==> config.mk <==
export PLATFORM = sky130hd
export DESIGN_NAME = cla_adder_pipe
export DESIGN_NICKNAME = d
export VERILOG_FILES = /design/src/rtl/cla_adder_pipe.sv
export SDC_FILE = /design/constraint.sdc
export NUM_CORES = 1
export LEC_CHECK = 0
export ABC_AREA = 1
export CAP_MARGIN = 20
export CORE_MARGIN = 2
export CORE_UTILIZATION = 45
export CTS_BUF_LIST = sky130_fd_sc_hd__clkbuf_2
export DETAILED_ROUTE_END_ITERATION = 6
export HOLD_SLACK_MARGIN = 0.03
export PLACE_DENSITY = 0.66
export SYNTH_ARGS = -nofsm -noshare
export SYNTH_HDL_FRONTEND = slang
export SYNTH_SLANG_ARGS = --single-unit
==> constraint.sdc <==
create_clock -name clk -period 2.77 [get_ports clk]
set_input_delay 0.4155 -clock clk [delete_from_list [all_inputs] [get_ports clk]]
set_output_delay 0.4155 -clock clk [all_outputs]
set_load 0.01 [all_outputs]
==> src/rtl/cla_adder_pipe.sv <==
// Pipelined carry-lookahead adder/subtractor with valid/ready on both sides.
// An input register is followed by one lookahead group per stage, so latency is WIDTH/BLOCK cycles.
module cla_adder_pipe #(
  parameter int WIDTH = 16,
  parameter int BLOCK = 4
) (
  input  logic             clk,
  input  logic             rst,
  input  logic             in_valid,
  output logic             in_ready,
  input  logic [WIDTH-1:0] a,
  input  logic [WIDTH-1:0] b,
  input  logic             cin,
  input  logic             sub,
  output logic             out_valid,
  input  logic             out_ready,
  output logic [WIDTH-1:0] sum,
  output logic             cout,
  output logic             ovf
);
  localparam int NBLK = WIDTH / BLOCK;

  if (WIDTH % BLOCK != 0) begin : g_bad_width
    $error("cla_adder_pipe: WIDTH must be a multiple of BLOCK");
  end

  logic en;

  // Per-boundary view of the pipeline; index k feeds stage k.
  logic             valid_pipe [0:NBLK];
  logic [WIDTH-1:0] a_pipe     [0:NBLK-1];
  logic [WIDTH-1:0] b_pipe     [0:NBLK-1];
  logic [WIDTH-1:0] sum_pipe   [0:NBLK];
  logic             carry_pipe [0:NBLK];
  logic             cmsb_last;

  logic             valid_in_reg;
  logic [WIDTH-1:0] a_in_reg;
  logic [WIDTH-1:0] b_in_reg;
  logic             c_in_reg;

  assign en       = ~out_valid | out_ready;
  assign in_ready = en;

  // Capture stage: subtraction becomes a + ~b + 1 here.
  always_ff @(posedge clk) begin
    if (rst) begin
      valid_in_reg <= 1'b0;
      a_in_reg     <= '0;
      b_in_reg     <= '0;
      c_in_reg     <= 1'b0;
    end else if (en) begin
      valid_in_reg <= in_valid;
      a_in_reg     <= a;
      b_in_reg     <= b ^ {WIDTH{sub}};
      c_in_reg     <= sub | cin;
    end
  end

  assign valid_pipe[0] = valid_in_reg;
  assign a_pipe[0]     = a_in_reg;
  assign b_pipe[0]     = b_in_reg;
  assign sum_pipe[0]   = '0;
  assign carry_pipe[0] = c_in_reg;

  for (genvar gi = 0; gi < NBLK; gi++) begin : g_stage
    logic [BLOCK-1:0] p;
    logic [BLOCK-1:0] g;
    logic [BLOCK-1:0] s;
    logic [BLOCK:0]   cy;
    logic             term;
    logic [WIDTH-1:0] sum_next;
    logic             valid_reg;
    logic [WIDTH-1:0] sum_reg;
    logic             carry_reg;

    assign p = a_pipe[gi][gi*BLOCK +: BLOCK] ^ b_pipe[gi][gi*BLOCK +: BLOCK];
    assign g = a_pipe[gi][gi*BLOCK +: BLOCK] & b_pipe[gi][gi*BLOCK +: BLOCK];

    // Each carry is an independent sum of products of g, p and the group carry-in.
    always_comb begin
      cy    = '0;
      term  = 1'b0;
      cy[0] = carry_pipe[gi];
      for (int i = 0; i < BLOCK; i++) begin
        term = carry_pipe[gi];
        for (int k = 0; k <= i; k++) term = term & p[k];
        cy[i+1] = term;
        for (int j = 0; j <= i; j++) begin
          term = g[j];
          for (int k = j + 1; k <= i; k++) term = term & p[k];
          cy[i+1] = cy[i+1] | term;
        end
      end
    end

    assign s = p ^ cy[BLOCK-1:0];

    always_comb begin
      sum_next = sum_pipe[gi];
      sum_next[gi*BLOCK +: BLOCK] = s;
    end

    always_ff @(posedge clk) begin
      if (rst) begin
        valid_reg <= 1'b0;
        sum_reg   <= '0;
        carry_reg <= 1'b0;
      end else if (en) begin
        valid_reg <= valid_pipe[gi];
        sum_reg   <= sum_next;
        carry_reg <= cy[BLOCK];
      end
    end

    assign valid_pipe[gi+1] = valid_reg;
    assign sum_pipe[gi+1]   = sum_reg;
    assign carry_pipe[gi+1] = carry_reg;

    if (gi < NBLK - 1) begin : g_fwd
      logic [WIDTH-1:0] a_reg;
      logic [WIDTH-1:0] b_reg;
      always_ff @(posedge clk) begin
        if (rst) begin
          a_reg <= '0;
          b_reg <= '0;
        end else if (en) begin
          a_reg <= a_pipe[gi];
          b_reg <= b_pipe[gi];
        end
      end
      assign a_pipe[gi+1] = a_reg;
      assign b_pipe[gi+1] = b_reg;
    end else begin : g_msb
      // Carry into the word MSB, kept for the overflow flag.
      logic cmsb_reg;
      always_ff @(posedge clk) begin
        if (rst) begin
          cmsb_reg <= 1'b0;
        end else if (en) begin
          cmsb_reg <= cy[BLOCK-1];
        end
      end
      assign cmsb_last = cmsb_reg;
    end
  end

  assign out_valid = valid_pipe[NBLK];
  assign sum       = sum_pipe[NBLK];
  assign cout      = carry_pipe[NBLK];
  assign ovf       = carry_pipe[NBLK] ^ cmsb_last;

endmodule

======== Yosys cells after proc, flatten, opt, wreduce, memory -nomap -nowiden ========
Index checks and enable logic that the tools add are counted.
storage, ports and cells
  flip-flop bits (word level) ............. 179
  latch bits .............................. 0
  RAM bits ................................ 0
  memory bits (read-only) ................. 0
  bits of input ports ..................... 38
  logic and storage cells ................. 120
  memories ................................ 0
cells by class
  add/sub/neg operators ................... 0
  multipliers ............................. 0
  div/mod/pow operators ................... 0
  $lt $le $gt $ge ......................... 0
  eq/ne operators ......................... 0
  shift-type cells ........................ 0
  mux-type cells .......................... 0
  bitwise gates (word level) .............. 97
  reductions and logical operators ........ 0
operators by type and width
  operator           count
  1-bit OR           42
  1-bit bitwise AND  40
  4-bit XOR          8
  4-bit bitwise AND  4
  16-bit XOR         1
  1-bit NOT          1
  1-bit XOR          1

======== Longest topological paths before layout ========
Gate-level depths: netlist (run 1).
  word-level depth ........................ 9
  mapped depth ............................ 10
  gate-level depth less buffers ........... 10

======== Least setup slack after synthesis (run 1) ========
Ideal clock, no wire load.
  path type ............................... reg2reg
  start point ............................. register g_stage[2].g_fwd.a_reg[12]
  end point ............................... register g_stage[3].sum_reg[15] (netlist: sum[15])
  setup time .............................. 0.109 ns
  data arrival time ....................... 1.321 ns
  data required time ...................... 2.661 ns
  setup slack ............................. 1.340 ns
  stages on the path, launching flop included .. 11
  buffers on the path ..................... 0
  period minus slack after synthesis ...... 1.430 ns
  cell sequence ........................... dfxtp_1 ha_1 ha_1 o21ai_0 nand2_1 nand2_1 nand2_1 nand2_1 nand3_1 nand2_1 inv_1
between the ends
  cells in the longest elaborated chain, start to end .. 8
  elaborated cells on any way between the ends .. 11
  those cells by class .................... bitwise: 11
RTL lines
  item                             RTL line  source
  from (decl)                      121       logic [WIDTH-1:0] a_reg;
  from (signal assigned)           128       a_reg <= a_pipe[gi];
  4-bit XOR                        77        assign p = a_pipe[gi][gi*BLOCK +: BLOCK] ^ b_pipe[gi][gi*BLOCK +: BLOCK];
  1-bit bitwise AND (3 in series)  87        for (int k = 0; k <= i; k++) term = term & p[k];
  1-bit OR * (3 in series)         92        cy[i+1] = cy[i+1] | term;
  4-bit XOR *                      97        assign s = p ^ cy[BLOCK-1:0];
  to (signal assigned)             111       sum_reg <= sum_next;
  to (decl)                        74        logic [WIDTH-1:0] sum_reg;
Every way passes the cells marked *; elsewhere a longest branch is shown, timed or not.
A chain may end at the register's enable or synchronous reset.

======== Worst setup path after layout (run 1) ========
  start point ............................. register g_stage[3].valid_reg (netlist: out_valid)
  end point ............................... output port in_ready
between the ends
  cells in the longest elaborated chain, start to end .. 2
RTL lines
  item                    RTL line  source
  from (decl)             73        logic valid_reg;
  from (signal assigned)  110       valid_reg <= valid_pipe[gi];
  1-bit NOT               42        assign en = ~out_valid | out_ready;
  1-bit OR                42
  to (decl)               10        output logic in_ready,
No other way between the ends.

==> results.json, run 1 <==
{
  "synth_mux_area_share_pct": 0,
  "num_io_pins": 58,
  "drt_pass1_iterations": 4,
  "worst_slew_pin_slew_ps": 593,
  "fp.dieArea_um2": 12600,
  "port_buffers": 57,
  "synthCells": 652,
  "p_leak_nw": 2.92,
  "report.final.slew_viol_count": 0,
  "cts_hold_buf": 0,
  "yosysTopAreaCellShare_pct": 49.7,
  "syn_area_um2": 5280,
  "rsz0062_at_grt": "no",
  "hold_viol_final": 0,
  "synth_common_cells": "nor2_1, dfxtp_1, o21ai_0, a21oi_1, inv_1",
  "die_w_um": 112,
  "synth_top_area_cell": "dfxtp_1",
  "grt_overflow": 0,
  "cellPowerDensity_nw_per_um2": 564,
  "place_area_um2": 5880,
  "startpoint_type": "flip-flop",
  "drive_gt1_share_pct": 5.69,
  "seqCellArea_um2": 2620,
  "initial_core_util_pct": 46.3,
  "ys_types": 23,
  "fin_util_pct": 53.3,
  "fmax_mhz": 462,
  "area_growth_pct": 15.3,
  "worstSkewPairLatency_ps": 640,
  "fin_cells": 846,
  "path_clk_slew_ps": 170,
  "core_area_um2": 11400,
  "grt_first_pass_wirelength_um": 16700,
  "cts.repair.resized": 0,
  "yosys_warnings": 0,
  "finalClockSkew_ps": 18.0,
  "arrival_ps": 1750,
  "setup_ws_ps": 606,
  "crit_fanout": 2,
  "drtIter0Drc": 195,
  "vias_per_cell": 4.91,
  "clock_path_buffers": 2,
  "status": "completed",
  "vias": 4151,
  "ir_worst_vdd_v": 0.000292,
  "fin_setup_tns_ps": 0,
  "grt_pass1_vias": 3898,
  "grt_usage_pct": 16.2,
  "layout.nets": 752,
  "end_kind": "output port",
  "maxSlewHeadroom_pct": 60.5,
  "die_h_um": 112,
  "dpl_worst_slack_ps": 732,
  "setup_viol": 0,
  "critPathKind": "reg2out",
  "cap_violations": 0,
  "clock_sinks": 131,
  "post-cts-setup-buffer-count": 0,
  "crit_family": "buffers and inverters",
  "crit_chain": "inv_1, nor2_4, inv_4, clkdlybuf4s50_1",
  "antenna_found_initial": 0,
  "synth.most_common_cell": "nor2_1",
  "worst-path-buf-inv": 3,
  "routedWlPerCell_um": 11.3,
  "htreeDepth": 4,
  "ys_seq_area_share_pct": 49.7,
  "synthTopCellsByArea": "dfxtp_1, nor2_1, o21ai_0",
  "cts-root-buf": "clkbuf_2",
  "crit_required_ps": 2350,
  "rows": 39,
  "power_mw": 3.44,
  "place_inst": 814,
  "synth_compound_area_share_pct": 16.2,
  "hpwl_um": 6010,
  "drc_errors": 0,
  "place_congestion": 0.720,
  "ys.flop_type": "dfxtp_1",
  "synth_top_family_by_area": "simple AND/OR/NAND/NOR gates",
  "syn-num-nets": 714,
  "grt_max_degree": 160,
  "cts_buffers": 17,
  "totalWireLength_um": 9530,
  "slowest_stage": "clkdlybuf4s50_1",
  "whs_ps": 387,
  "synth_area_per_cell_um2": 8.10,
  "hold_path.class": "in2reg",
  "multiInputGateArea_um2": 2310,
  "synth-simple-area-share_pct": 17.1,
  "period_needed_ps": 2160,
  "cts_tree": "done",
  "fin_area_um2": 6090,
  "ys_seq_elements": 131,
  "fin_crit_sh_pct": 78.1,
  "postRouteAntennaNets": 0,
  "synth_xor_area_share_pct": 4.15,
  "synth-edff-count": 0,
  "synth-adder-area-share_pct": 6.25,
  "n_fill_cell": 1165,
  "antennaDiodeCount": 0,
  "async_flop_share_pct": 0,
  "critical_path.max_stage_delay_ps": 480
}
final timing paths:
path,endpoint,startpoint,cells after the start,slack [ps]
hold reg to reg,g_stage[0].g_fwd.b_reg[5]$_SDFFE_PP0P_,b_in_reg[5]$_SDFFE_PP0P_,2,450
setup / recovery,in_ready,out_valid$_SDFFE_PP0P_,4,610
hold / removal,a_in_reg[6]$_SDFFE_PP0P_,a[6],3,390
setup reg to reg,sum[15]$_SDFFE_PP0P_,g_stage[2].g_fwd.a_reg[12]$_SDFFE_PP0P_,10,1100
worst reg2reg max path, cell delays in order (launching register included):
cell,delay (ps)
dfxtp_1,380
ha_1,300
ha_1,170
o21ai_0,160
nand2_1,130
nand2_1,110
nand2_1,90
nand2_1,70
nand3_1,60
nand2_1,90
inv_1,40
layout make-up:
class / count / share of cell area, %
flip-flops and latches: 131 / 43.1
multi-input cells: 447 / 37.9
repair buffers: 62 / 10.6
well taps: 143 / 2.94
inverters: 31 / 1.95
clock inverters: 12 / 1.89
clock buffers: 20 / 1.64
layout by cell type (no fill, tap or decap):
| cell type | Yosys | layout |
|---|---|---|
| o21bai_1 | 8 | 8 |
| dfxtp_1 | 131 | 131 |
| clkdlybuf4s50_1 | 0 | 57 |
| nor3_1 | 1 | 1 |
| inv_1 | 29 | 29 |
| inv_4 | 0 | 1 |
| nor2_1 | 182 | 182 |
| ha_1 | 20 | 20 |
| bufinv_16 | 0 | 2 |
| xnor2_1 | 20 | 20 |
| fa_1 | 4 | 4 |
| buf_12 | 0 | 3 |
| o21ai_1 | 1 | 1 |
| xor2_1 | 5 | 5 |
| clkinv_2 | 0 | 8 |
| clkbuf_2 | 4 | 20 |
| a21oi_1 | 31 | 31 |
| nand2_1 | 27 | 27 |
| nor2_4 | 1 | 1 |
| o21ai_0 | 127 | 127 |
| buf_4 | 4 | 2 |
| inv_2 | 2 | 1 |
| nand3_1 | 17 | 17 |
| clkinvlp_4 | 0 | 2 |
| nand4_1 | 3 | 3 |
power breakdown:
part / switching, mW / internal (mW)
Clock: 0.635 / 0.410
Sequential: 0.0581 / 2.00
Combinational: 0.162 / 0.169
routing by layer:
metal / up-vias / GRT usage (%) / wire length [µm]
met1: 1878 / 19.0 / 4580
li1: 2203 / - / -
met4: 0 / 6.18 / 133
met3: 12 / 5.02 / 375
met5: - / 0 / 0
met2: 58 / 27.7 / 4440
logic make-up (layout without fill, tap and decap cells):
| group | after synthesis | after routing |
|---|---|---|
| xor+xnor | 25 | 25 |
| fa+ha+maj | 24 | 24 |
| buf+inv | 74 | 125 |
| simple gates | 231 | 231 |
| flops | 131 | 131 |
| compound gates | 167 | 167 |
No activity file was read; power rests on OpenSTA's default activity.
==> run 2: changes to the inputs <==
Clock period 2.77 ns to 2.2 ns, I/O delays scaled along.
==> run 2 against run 1 <==
Clock skew is 5.9 ps higher. Power is 22% higher. Critical path type unchanged. Cell area is 0.21% higher. Highest routed layer unchanged. Largest power group unchanged. Count of clock-buffer cells in the layout stayed put. Wire length is 4.2% higher. Hold slack worse by 80 ps. Sequential share of layout area is 0.088 points lower.
==> results.json, run 2 (same netlist as run 1, synthesis figures left out) <==
{
  "vias": 4188,
  "setup_viol": 0,
  "cts-root-buf": "clkbuf_2",
  "htreeDepth": 4,
  "port_buffers": 57,
  "r2r-end": "sum[15]$_SDFFE_PP0P_",
  "hpwl_um": 6400,
  "crit_fanout": 3,
  "hold_depth": 3,
  "startpoint_type": "flip-flop",
  "period_needed_ps": 2060,
  "final_common_cell": "nor2_1",
  "postRouteAntennaNets": 0,
  "min_to": "a_in_reg[9]$_SDFFE_PP0P_",
  "core_area_um2": 11400,
  "grt_overflow": 0,
  "rsz0062_at_grt": "no",
  "min-delay-start": "a[9]",
  "fin_setup_tns_ps": 0,
  "cellPowerDensity_nw_per_um2": 684,
  "cts_buffers": 17,
  "hold_path.class": "in2reg",
  "fmax_mhz": 487,
  "cap_violations": 0,
  "initial_core_util_pct": 46.3,
  "p_leak_nw": 2.92,
  "die_w_um": 112,
  "antennaDiodeCount": 0,
  "arrival_ps": 1730,
  "layout.cells.most_common_list": "nor2_1, dfxtp_1, o21ai_0",
  "path_clk_slew_ps": 160,
  "totalWireLength_um": 9930,
  "antenna_found_initial": 0,
  "grt_usage_pct": 16.5,
  "end_kind": "output port",
  "clock_sinks": 131,
  "rows": 39,
  "report.final.slew_viol_count": 0,
  "critPathKind": "reg2out",
  "cts_tree": "done",
  "crit_chain": "xor2_1, clkdlybuf4s50_1",
  "critPathLaunch": "cout$_SDFFE_PP0P_",
  "grt_max_degree": 103,
  "drc_errors": 0,
  "reg2reg_from": "g_stage[2].g_fwd.a_reg[12]$_SDFFE_PP0P_",
  "layout.nets": 756,
  "crit_family": "buffers and inverters",
  "vias_per_cell": 4.93,
  "critical_path.max_stage_delay_ps": 540,
  "grt_pass1_vias": 3991,
  "drtIter0Drc": 157,
  "fp.dieArea_um2": 12600,
  "grt_first_pass_wirelength_um": 17200,
  "area_growth_pct": 15.6,
  "status": "completed",
  "slowest_stage": "clkdlybuf4s50_1",
  "fin_crit_sh_pct": 93.4,
  "drive_gt1_share_pct": 4.96,
  "worst-path-buf-inv": 1,
  "worstSkewPairLatency_ps": 640,
  "worst_slew_pin_slew_ps": 412,
  "clock_path_buffers": 2,
  "routedWlPerCell_um": 11.7,
  "reg2reg_slack_ps": 620,
  "die_h_um": 112,
  "post-cts-setup-buffer-count": 0,
  "place_congestion": 0.795,
  "ir_worst_vdd_v": 0.000264,
  "finalClockSkew_ps": 23.9,
  "place_area_um2": 5930,
  "reg2reg_depth": 10,
  "fin_area_um2": 6100,
  "drt_pass1_iterations": 4,
  "num_io_pins": 58,
  "maxSlewHeadroom_pct": 72.5,
  "crit_required_ps": 1870,
  "hold_viol_final": 0,
  "whs_ps": 307
}
## run 2: changes by cell type in the layout (fill, tap and decap cells not counted)
cell	previous run	this run
clkinv_1	0	8
clkinv_2	8	2
buf_12	3	5
buf_4	2	4
clkinvlp_4	2	0
bufinv_16	2	1
clkdlybuf4s50_1	57	56
dlymetal6s2s_1	0	1
## run 2: layout make-up
class                      instances  area [µm²]
multi-input combinational        447        2310
clock buffer                      20         100
tap                              143         179
sequential                       131        2620
timing repair buffer              66         703
inverter                          31         119
fill                            1119        5320
clock inverter                    11        70.1
## run 2: repair_timing
action | CTS | global route
endpoints found under the setup margin | 0 | 1
gates resized for setup | 0 | 1
hold buffers | 0 | 0
## run 2: per-layer routing
metal / routed length [µm] / global-route usage [%] / vias up
met5: 0 / 0 / -
met1: 4800 / 19.7 / 1921
li1: - / - / 2200
met2: 4630 / 28.7 / 56
met4: 107 / 5.85 / 0
met3: 395 / 4.59 / 11
## run 2: power by group
| group | internal [mW] | leakage, nW | switching (mW) |
|---|---|---|---|
| combinational | 0.219 | 1.73 | 0.207 |
| sequential | 2.52 | 1.08 | 0.0769 |
| clock | 0.381 | 0.118 | 0.772 |
## run 2: worst reg2reg max path, delay by kind of cell (launching register included)
family	cells	cell delay (ps)
AO/OA/AOI/OAI	1	130
adder cells (fa/ha/maj)	2	470
buffers and inverters	1	30
flip-flops	1	370
AND/OR/NAND/NOR	6	510
## run 2: how the worst max path moves through the flow
stage                                     endpoint  cells after the start
after detailed placement  b_in_reg[4]$_SDFFE_PP0P_                      7
after global routing                           ovf                      2
after CTS                                 in_ready                      4
after floorplan               sum[15]$_SDFFE_PP0P_                     10
final                                          ovf                      2
after global placement                    in_ready                      4
## run 2: per-stage QoR
stage                     power (mW)  utilization (%)  std cells  worst slack, ps
after floorplan                 2.90                -        652              770
after global placement          3.07             51.9        818              326
after detailed placement        3.08             51.9        818              316
after CTS                       4.23             53.4        849             39.0
after global routing            4.41             53.5        849             8.25
final                           4.18             53.5        849              145
